--- config.mk ---
export PLATFORM = sky130hd
export DESIGN_NAME = phase_sequencer
export DESIGN_NICKNAME = d
export VERILOG_FILES = /design/src/rtl/phase_sequencer.sv
export SDC_FILE = /design/constraint.sdc
export NUM_CORES = 1
export LEC_CHECK = 0
export BUFFER_PORTS_ARGS = -buffer_cell sky130_fd_sc_hd__buf_2
export CELL_PAD_IN_SITES_DETAIL_PLACEMENT = 0
export CELL_PAD_IN_SITES_GLOBAL_PLACEMENT = 1
export CORE_MARGIN = 2
export CORE_UTILIZATION = 35
export CTS_BUF_LIST = sky130_fd_sc_hd__clkbuf_4
export DETAILED_ROUTE_END_ITERATION = 10
export PLACE_DENSITY = 0.67
export SLEW_MARGIN = 25
export SYNTH_ARGS = -nofsm -noshare
export SYNTH_HDL_FRONTEND = slang
export SYNTH_SLANG_ARGS = --single-unit
--- constraint.sdc ---
create_clock -name clk -period 5.35 [get_ports clk]
set_input_delay 1.07 -clock clk [delete_from_list [all_inputs] [get_ports clk]]
set_output_delay 1.07 -clock clk [all_outputs]
set_load 0.01 [all_outputs]
--- src/rtl/phase_sequencer.sv ---
// Round controller ahead of the shared address mux: launches the eight policy phases in order,
// waits for each phase's done (bounded by a watchdog) and steers the mux to the active phase.
module phase_sequencer #(
  parameter int NUM_PHASES = 8,
  parameter int SEL_W      = 3,
  parameter int TIMEOUT    = 1024,
  parameter int CNT_W      = 8
) (
  input  logic                  clk,
  input  logic                  rst,
  input  logic                  en,
  input  logic                  start_round,
  input  logic [NUM_PHASES-1:0] skip_mask,
  input  logic [NUM_PHASES-1:0] phase_done,
  output logic [NUM_PHASES-1:0] phase_start,
  output logic [SEL_W-1:0]      mux_sel,
  output logic                  busy,
  output logic                  round_done,
  output logic [CNT_W-1:0]      round_count,
  output logic                  timeout_err
);

  localparam int WD_W = $clog2(TIMEOUT);
  localparam logic [WD_W-1:0] WD_LAST = WD_W'(TIMEOUT - 1);

  typedef enum logic [2:0] {
    S_IDLE    = 3'd0,
    S_LAUNCH  = 3'd1,
    S_WAIT    = 3'd2,
    S_ADVANCE = 3'd3,
    S_DONE    = 3'd4
  } state_t;

  state_t                state_r;
  logic [SEL_W-1:0]      cur_phase_r;
  logic [NUM_PHASES-1:0] mask_r;
  logic [WD_W-1:0]       wdog_r;
  logic [CNT_W-1:0]      round_count_r;
  logic                  timeout_err_r;

  logic [SEL_W:0]        first_s;
  logic [SEL_W:0]        next_lo_s;
  logic [SEL_W:0]        next_s;
  logic                  done_hit_s;

  // Lowest phase index >= lo that is not masked; MSB of the result flags that one exists.
  function automatic logic [SEL_W:0] find_unmasked(input logic [NUM_PHASES-1:0] mask,
                                                   input logic [SEL_W:0]        lo);
    logic [SEL_W:0] res;
    res = {(SEL_W+1){1'b0}};
    for (int i = NUM_PHASES - 1; i >= 0; i--) begin
      if (((SEL_W+1)'(i) >= lo) && !mask[i]) begin
        res = {1'b1, SEL_W'(i)};
      end
    end
    return res;
  endfunction

  assign first_s    = find_unmasked(skip_mask, {(SEL_W+1){1'b0}});
  assign next_lo_s  = {1'b0, cur_phase_r} + (SEL_W+1)'(1);
  assign next_s     = find_unmasked(mask_r, next_lo_s);
  assign done_hit_s = phase_done[cur_phase_r];

  // Sequencer state, phase pointer, watchdog, round counter and sticky timeout flag.
  always_ff @(posedge clk) begin
    if (rst) begin
      state_r       <= S_IDLE;
      cur_phase_r   <= {SEL_W{1'b0}};
      mask_r        <= {NUM_PHASES{1'b0}};
      wdog_r        <= {WD_W{1'b0}};
      round_count_r <= {CNT_W{1'b0}};
      timeout_err_r <= 1'b0;
    end else if (en) begin
      case (state_r)
        S_IDLE: begin
          if (start_round) begin
            mask_r        <= skip_mask;
            timeout_err_r <= 1'b0;
            if (first_s[SEL_W]) begin
              cur_phase_r <= first_s[SEL_W-1:0];
              state_r     <= S_LAUNCH;
            end else begin
              state_r     <= S_DONE;
            end
          end
        end
        S_LAUNCH: begin
          wdog_r  <= {WD_W{1'b0}};
          state_r <= S_WAIT;
        end
        S_WAIT: begin
          // A done arriving on the watchdog's last cycle still counts as success.
          if (done_hit_s) begin
            state_r <= S_ADVANCE;
          end else if (wdog_r == WD_LAST) begin
            timeout_err_r <= 1'b1;
            state_r       <= S_ADVANCE;
          end else begin
            wdog_r <= wdog_r + WD_W'(1);
          end
        end
        S_ADVANCE: begin
          if (next_s[SEL_W]) begin
            cur_phase_r <= next_s[SEL_W-1:0];
            state_r     <= S_LAUNCH;
          end else begin
            state_r     <= S_DONE;
          end
        end
        S_DONE: begin
          round_count_r <= round_count_r + CNT_W'(1);
          state_r       <= S_IDLE;
        end
        default: begin
          state_r <= S_IDLE;
        end
      endcase
    end
  end

  // Pulses are gated by en so a frozen LAUNCH/DONE emits its pulse only once en returns.
  assign phase_start = (en && (state_r == S_LAUNCH)) ? (NUM_PHASES'(1) << cur_phase_r)
                                                     : {NUM_PHASES{1'b0}};
  assign round_done  = en && (state_r == S_DONE);
  assign mux_sel     = cur_phase_r;
  assign busy        = (state_r != S_IDLE);
  assign round_count = round_count_r;
  assign timeout_err = timeout_err_r;

endmodule
## Word level (Yosys, flattened, before mapping)

Cells that the tools add are included.

- Bits in registers: 33
- Latch bits: 0
- Bits in writable memories: 0
- Bits in read-only memories: 0
- Input port bits: 20
- Output and inout port bits: 22
- Memories: 0

- Add/subtract/negate cells: 3
- $mul: 0
- Divide/modulo/power cells: 0
- Order comparisons: 9
- Equal/unequal tests: 12
- Shift-type cells: 1
- Muxes and demuxes: 36
- Bitwise gates (word level): 0
- Reductions and logical operators: 29

Operators with widths:

| cell | count |
|---|---|
| $mux W4 | 16 |
| $mux W3 | 8 |
| $mux W10 | 2 |
| $pmux W10 S2 | 1 |
| $ge A3 B4 Y1 const A | 4 |
| $ne A2 B2 Y1 const B | 6 |
| $pmux W3 S4 | 1 |
| $add A10 B1 Y10 const B | 1 |
| $eq A10 B10 Y1 const B | 1 |
| $logic_and A1 B1 Y1 | 10 |
| $reduce_and A5 Y1 | 2 |
| $add A8 B1 Y8 const B | 1 |
| $ge A1 B4 Y1 const A | 2 |
| $ge A2 B4 Y1 const A | 2 |
| $logic_not A1 Y1 | 8 |
| $mux W8 | 1 |
| $shl A1 B3 Y8 const A | 1 |
| $eq A3 B2 Y1 const B | 2 |
| $pmux W3 S2 | 1 |
| $reduce_and A3 Y1 | 2 |
| $reduce_bool A2 Y1 | 3 |
| $add A3 B1 Y4 const B | 1 |
| $lt A3 B4 Y1 const B | 1 |
| $mux W1 | 4 |
| 9 further kinds | 9 |

## Depth between registers and ports, before layout

Gate-level depths: netlist of the first run.

- Depth in word-level cells: 13
- Gate-level depth with buffers: 9
- Gate-level depth less buffers: 8

## Worst setup path after synthesis of the first run

Ideal clock, no wire load.

- Kind: input-to-output
- From: input port en
- To: output port phase_start[0]
- Arrival: 2.000 ns
- Slack: 2.280 ns
- Cell stages on the path: 4
- Buffers on the path: 1
- Path through: nand2b_1 > nor3b_1 > clkbuf_1 > and3_1

- Word-level cells in the longest chain between the ends: 2

RTL lines:

| item | line | source |
|---|---|---|
| from (decl) | 11 | `input logic en,` |
| $logic_and A1 B1 Y1 | 122 | `assign phase_start = (en && (state_r == S_LAUNCH)) ? (NUM_PHASES'(1) << cur_phase_r)` |
| $mux W8 | 122 |  |
| to (decl) | 15 | `output logic [NUM_PHASES-1:0] phase_start,` |

Every way passes these cells.

## Final worst setup path of the first run

- From: input port en
- To: output port phase_start[1]

The elaborated chain is that of the path after synthesis.

==> results by group, run 1 <==
Pwr
  – VDD IR-drop max: 0.0001436 V
  – Combinational share of power: 17.6%
  – Clock Power Share: 34.1%
  – Sequential share of power: 48.2%
  – LEAKAGE: 1.013 nW
  – Int Pwr: 0.3963 mW
  – Switch Pwr: 0.1636 mW
  – Switching share of power: 29.21%
  – Pwr/cell area: 234.5 nW/um2

Clock network
  – CTS tree: done
  – Hold buffers post-CTS: 0
  – H-tree depth: 2
  – Post-CTS setup buffer count: 0
  – Clk sinks: 33
  – Clock transition at path regs: 0.12 ns
  – CTS buffer count: 5
  – CTS root buf: clkbuf_4
  – CTS max path bufs: 2
  – PostCTS Resize Cnt: 0
  – Worst-Skew Late Latency: 0.34 ns

Synth
  – Post-synth EDFFs: 0
  – XOR/XNOR Fraction of Synth Area: 3.384%
  – Share of the synthesized area in the top cell type: 31.90%
  – Largest cells by area after synthesis: dfxtp_1, nor2_1, mux2i_1, ha_1, a21oi_1
  – Warnings, synthesis: 0
  – Mapped Area: 2071 um2
  – Post-synth top area cell: dfxtp_1
  – Proportion of synthesized area in mux cells: 7.009%
  – Avg Cell Area, Syn: 8.316 um2
  – Main flop type after synthesis: dfxtp_1
  – Sequential-to-total area share from yosys stat: 31.90%
  – Simple-Gate Fraction of Synth Area: 29.00%
  – Compound-Gate Fraction of Synth Area: 18.37%
  – Post-synth net total: 278
  – Asr flop ratio synth: 0%
  – Combinational family with the most area after synthesis: simple AND/OR/NAND/NOR gates
  – Mapped Cells: 249
  – Yosys cell types: 52
  – #FFs+latches synth: 33
  – Post-synthesis adder-cell area fraction: 5.438%

Min path
  – Hold Crit Depth: 2
  – Hold Path Class: reg -> reg
  – WHS Endpoint: wdog_r[8]
  – Critical hold path startpoint: wdog_r[8]

Die
  – Ports: 42
  – Die Area: 6548 um2
  – Starting Density: 35.61%
  – Core ar.: 5816 um2
  – Die height: 80.92 um
  – Die Span X: 80.92 um
  – Cell Rows: 28

Timing
  – Crit path time final: 3.370 ns
  – Setup WS post-layout: 1.980 ns
  – Final Hold Fails: 0
  – Final clock period utilization by the worst path: 63.00%
  – Max Clk Rate: 296.7 MHz
  – Setup Skew: 0.01663 ns
  – Max-slew violation count: 0
  – Hold_ws: 0.4960 ns
  – Setup-failing EPs final: 0
  – Max-Slew Margin vs Limit: 56.99%
  – Actual slew at the worst max-slew pin: 0.6424 ns
  – Setup TNS: 0 ns
  – RSZ-0062 raised after global routing: false

GRT
  – Initial antenna violation count: 0
  – First-pass GRT wire length: 7948 um
  – Grt total ovfl: 0
  – Pin count of the biggest net entering global routing: 27
  – GRT Util Overall: 15.42%
  – Vias in the first global route: 1647

Layout
  – Layout cells sized above 1: 22.46%
  – Fin util: 41.05%
  – Post-Layout Cell Count: 360
  – ANT cells: 0
  – Area Growth Syn to Fin: 15.29%
  – Nets: 313

Detailed routing
  – DR vias/cell: 5.067
  – DRC violations left: 0
  – Routed WL per cell: 12.77 um
  – Routed WL: 4596 um
  – DRT iter0 DRCs: 85
  – Total number of vias: 1824
  – Detail Route Antenna Nets: 0
  – Drt pass-1 iters: 4

Place
  – Cells after DPL: 352
  – Post-DP HPWL: 3458 um
  – Port Buffers: 41
  – Dpl ws: 1.578 ns
  – Final Wtd Congestion: 0.7683

Worst setup path
  – R2R Setup Slk: 2.70 ns
  – RR Endpoint: mux_sel[0]
  – Req. time, crit path: 4.28 ns
  – Setup crit end kind: output pin
  – Worst reg2reg startpoint: mux_sel[2]
  – Worst r2r path cells: 8
  – CP Class: in -> out
  – Max FO, Critical Path: 11
  – CP Launch Type: input port
  – Arr. time, crit path: 2.30 ns

Run
  – Max Cap Violations: 0

Outcome
  – Outcome: finished clean
cell families (layout without fill, tap and decap cells):
logic type | Yosys count | in the layout
simple gates | 112 | 112
compound gates | 52 | 52
flops | 33 | 33
buf+inv | 21 | 57
mux | 14 | 14
fa+ha+maj | 9 | 9
xor+xnor | 8 | 8
placed cells by master, fill, tap and decap left out, types with 5 or more instances in the layout:
cell type,instances
clkbuf_4,5
a21oi_1,16
and3_1,10
buf_2,41
xor2_1,6
ha_1,9
or3_1,10
mux2i_1,13
nor2_1,37
nand3_1,11
dfxtp_1,33
o21ai_0,10
nand2_1,13
inv_1,8
nand4_1,6
power by group through the flow:
stage	registers, mW	logic (mW)	clock network (mW)
after CTS	0.271	0.0996	0.198
after global routing	0.273	0.112	0.213
final	0.270	0.0986	0.191
after floorplan	0.267	0.0816	0
after detailed placement	0.276	0.0994	0
after global placement	0.276	0.0993	0
layer usage:
| metal | routed length (um) | global-route usage [%] |
|---|---|---|
| met1 | 2404 | 22.28 |
| met2 | 2025 | 22.89 |
| met3 | 145 | 3.667 |
| met4 | 21 | 4.068 |
| met5 | 0 | 0 |
how the worst max path moves through the flow:
stage / startpoint / endpoint / slack [ns]
after detailed placement: en / phase_start[1] / 1.58
final: en / phase_start[1] / 1.98
after floorplan: en / phase_start[0] / 2.28
after CTS: en / phase_start[1] / 1.57
after global routing: en / phase_start[6] / 1.86
after global placement: en / phase_start[6] / 1.70
cell usage after synthesis, drive strengths merged (3+ instances only):
library cell	instances
a211oi	3
a21oi	16
a31oi	4
and2	3
and3	11
buf	9
clkbuf	4
dfxtp	33
ha	9
inv	8
mux2i	13
nand2	13
nand3	11
nand4	6
nor2	38
nor2b	3
nor3	5
nor3b	4
o21ai	13
or2	3
or3	11
xor2	6
registers in the layout, indices dropped and copies added (netlist names):
signal,count
mask_r,8
mux_sel,3
round_count,8
state_r,3
timeout_err,1
wdog_r,10
critical path: stages:
cell and delay (ns):
buf_2 0.15, nand2b_1 0.13, nor3b_2 0.58, and3_1 0.24
buf_2 0.13
cell type report:
cell class                      count  area (um2)
Fill cell                         627        3428
Multi-Input combinational cell    195        1314
Sequential cell                    33       660.6
Timing Repair Buffer               41       205.2
Tap cell                           75       93.84
Clock inverter                      3       46.29
Clock buffer                        5       37.54
Inverter                            8       30.03
stage by stage:
stage,cell area (um2),power (mW)
after floorplan,2071,0.3487
after global placement,2298,0.3754
after detailed placement,2298,0.3755
after CTS,2382,0.5686
after global routing,2387,0.5977
final,2387,0.5599
Power figures use the tool's default switching activity.
==> inputs of run 2 (changes only) <==
--- a/config.mk
+++ b/config.mk
@@ -12,7 +12,7 @@
 export CORE_UTILIZATION = 35
 export CTS_BUF_LIST = sky130_fd_sc_hd__clkbuf_4
 export DETAILED_ROUTE_END_ITERATION = 10
-export PLACE_DENSITY = 0.67
+export PLACE_DENSITY = 0.7
 export SLEW_MARGIN = 25
 export SYNTH_ARGS = -nofsm -noshare
 export SYNTH_HDL_FRONTEND = slang
==> constraint.sdc (replaced) <==
create_clock -name clk -period 2.96 [get_ports clk]
set_input_delay 0.592 -clock clk [delete_from_list [all_inputs] [get_ports clk]]
set_output_delay 0.592 -clock clk [all_outputs]
set_load 0.01 [all_outputs]
==> run 2 against run 1 <==
Against the previous run: sequential power increased by 79%; die area is the same; setup slack worse by 1.5 ns; via count grew 1.6%; non-clock buffer count rose by 3; largest power group unchanged; first-iteration DRC count grew 15%; critical path depth increased by 2; final cell count up 0.83%.
==> results by group, run 2 (synthesis gave the netlist of run 1 again) <==
Clock network
  – H-tree depth: 2
  – Clock transition at path regs: 0.11 ns
  – CTS root buf: clkbuf_4
  – Worst-Skew Late Latency: 0.33 ns
  – CTS tree: done
  – PostCTS Resize Cnt: 0
  – CTS max path bufs: 2
  – CTS buffer count: 5
  – Clk sinks: 33
  – Hold buffers post-CTS: 0
  – Post-CTS setup buffer count: 0

GRT
  – First-pass GRT wire length: 7935 um
  – Vias in the first global route: 1681
  – GRT Util Overall: 15.36%
  – Initial antenna violation count: 0
  – Pin count of the biggest net entering global routing: 27
  – Grt total ovfl: 0

Timing
  – Setup-failing EPs final: 0
  – Setup WS post-layout: 0.4956 ns
  – Max-Slew Margin vs Limit: 59.46%
  – Max Clk Rate: 405.8 MHz
  – Setup Skew: 0.007963 ns
  – RSZ-0062 raised after global routing: false
  – Final Hold Fails: 0
  – Crit path time final: 2.464 ns
  – Final clock period utilization by the worst path: 83.26%
  – Max-slew violation count: 0
  – Setup TNS: 0 ns
  – Actual slew at the worst max-slew pin: 0.6072 ns

Worst setup path
  – Req. time, crit path: 3.19 ns
  – CP Launch Type: flip-flop
  – CP Class: reg -> reg
  – Arr. time, crit path: 2.70 ns
  – Max FO, Critical Path: 14
  – Setup crit end kind: flip-flop

Layout
  – Design area: 2405 um2
  – Max reg flops: 10
  – Layout cells sized above 1: 22.92%
  – Nets: 316
  – Multi-input logic area: 1309 um2
  – Register Area: 660.6 um2
  – ANT cells: 0
  – Biggest register: wdog_r
  – Commonest non-fill, non-tap cell in the layout: buf_2
  – Commonest cells after routing, fill and taps aside: buf_2, nor2_1, dfxtp_1
  – Area Growth Syn to Fin: 16.13%
  – Filler cells: 628

Detailed routing
  – DRT iter0 DRCs: 98
  – Total number of vias: 1853
  – DR vias/cell: 5.105
  – Routed WL per cell: 12.62 um
  – Routed WL: 4580 um
  – DRC violations left: 0
  – Detail Route Antenna Nets: 0
  – Drt pass-1 iters: 4

Die
  – Die height: 80.92 um
  – Die Area: 6548 um2
  – Ports: 42
  – Starting Density: 35.61%
  – Core ar.: 5816 um2
  – Cell Rows: 28
  – Die Span X: 80.92 um

Run
  – Max Cap Violations: 0

Pwr
  – Pwr Total: 1.013 mW
  – VDD IR-drop max: 0.0002773 V
  – Pwr/cell area: 421.3 nW/um2
  – LEAKAGE: 1.027 nW

Place
  – Final Wtd Congestion: 0.8675
  – Dpl ws: 0.5019 ns
  – Placed instance area: 2321 um2
  – Post-DP HPWL: 3476 um
  – Port Buffers: 41

Outcome
  – Outcome: finished clean

Min path
  – Hold Path Class: reg -> reg
[run 2: worst paths after layout]
kind	startpoint	to	slack (ns)	cells past startpoint
worst max-delay path	mux_sel[0]	state_r[2]	0.50	7
worst min-delay path	wdog_r[4]	wdog_r[4]	0.50	2
worst max register to register	mux_sel[0]	state_r[2]	0.50	7
worst min register to register	wdog_r[4]	wdog_r[4]	0.50	2
[run 2: per-layer routing]
metal	wire, um	share of wire (%)	track usage (%)
met1	2375	52	22.29
met2	2012	44	22.89
met3	163	3.6	3.333
met4	29	0.63	4.068
met5	0	0	0
[run 2: area by class of cell]
class | count | area share (%)
clock buffer | 5 | 1.561
clock inverter | 3 | 1.925
inverter | 8 | 1.249
multi-input combinational | 195 | 54.42
sequential | 33 | 27.47
tap | 75 | 3.902
timing repair buffer | 44 | 9.469
[run 2: worst max-delay path, cell delays in order, from the launching register on]
cell	delay, ns
dfxtp_1	0.72
inv_1	0.14
ha_1	0.36
nor2_1	0.06
o211a_2	0.28
nor3_4	0.28
a31oi_1	0.14
a2111oi_1	0.37
[run 2: metrics by stage]
stage | cells | hold WS [ns] | util [%]
finish | 363 | 0.5006 | 41.35
detailed placement | 355 | 0.4827 | 39.91
global placement | 355 | 0.4661 | 39.91
floorplan | 249 | 0.4539 | -
global route | 363 | 0.5363 | 41.35
CTS | 363 | 0.5009 | 41.35
[run 2: power breakdown]
part	internal, mW	switching (mW)	total (mW)
clock network	0.179	0.164	0.343
logic	0.0820	0.107	0.189
registers	0.459	0.0231	0.482
total	0.719	0.294	1.01
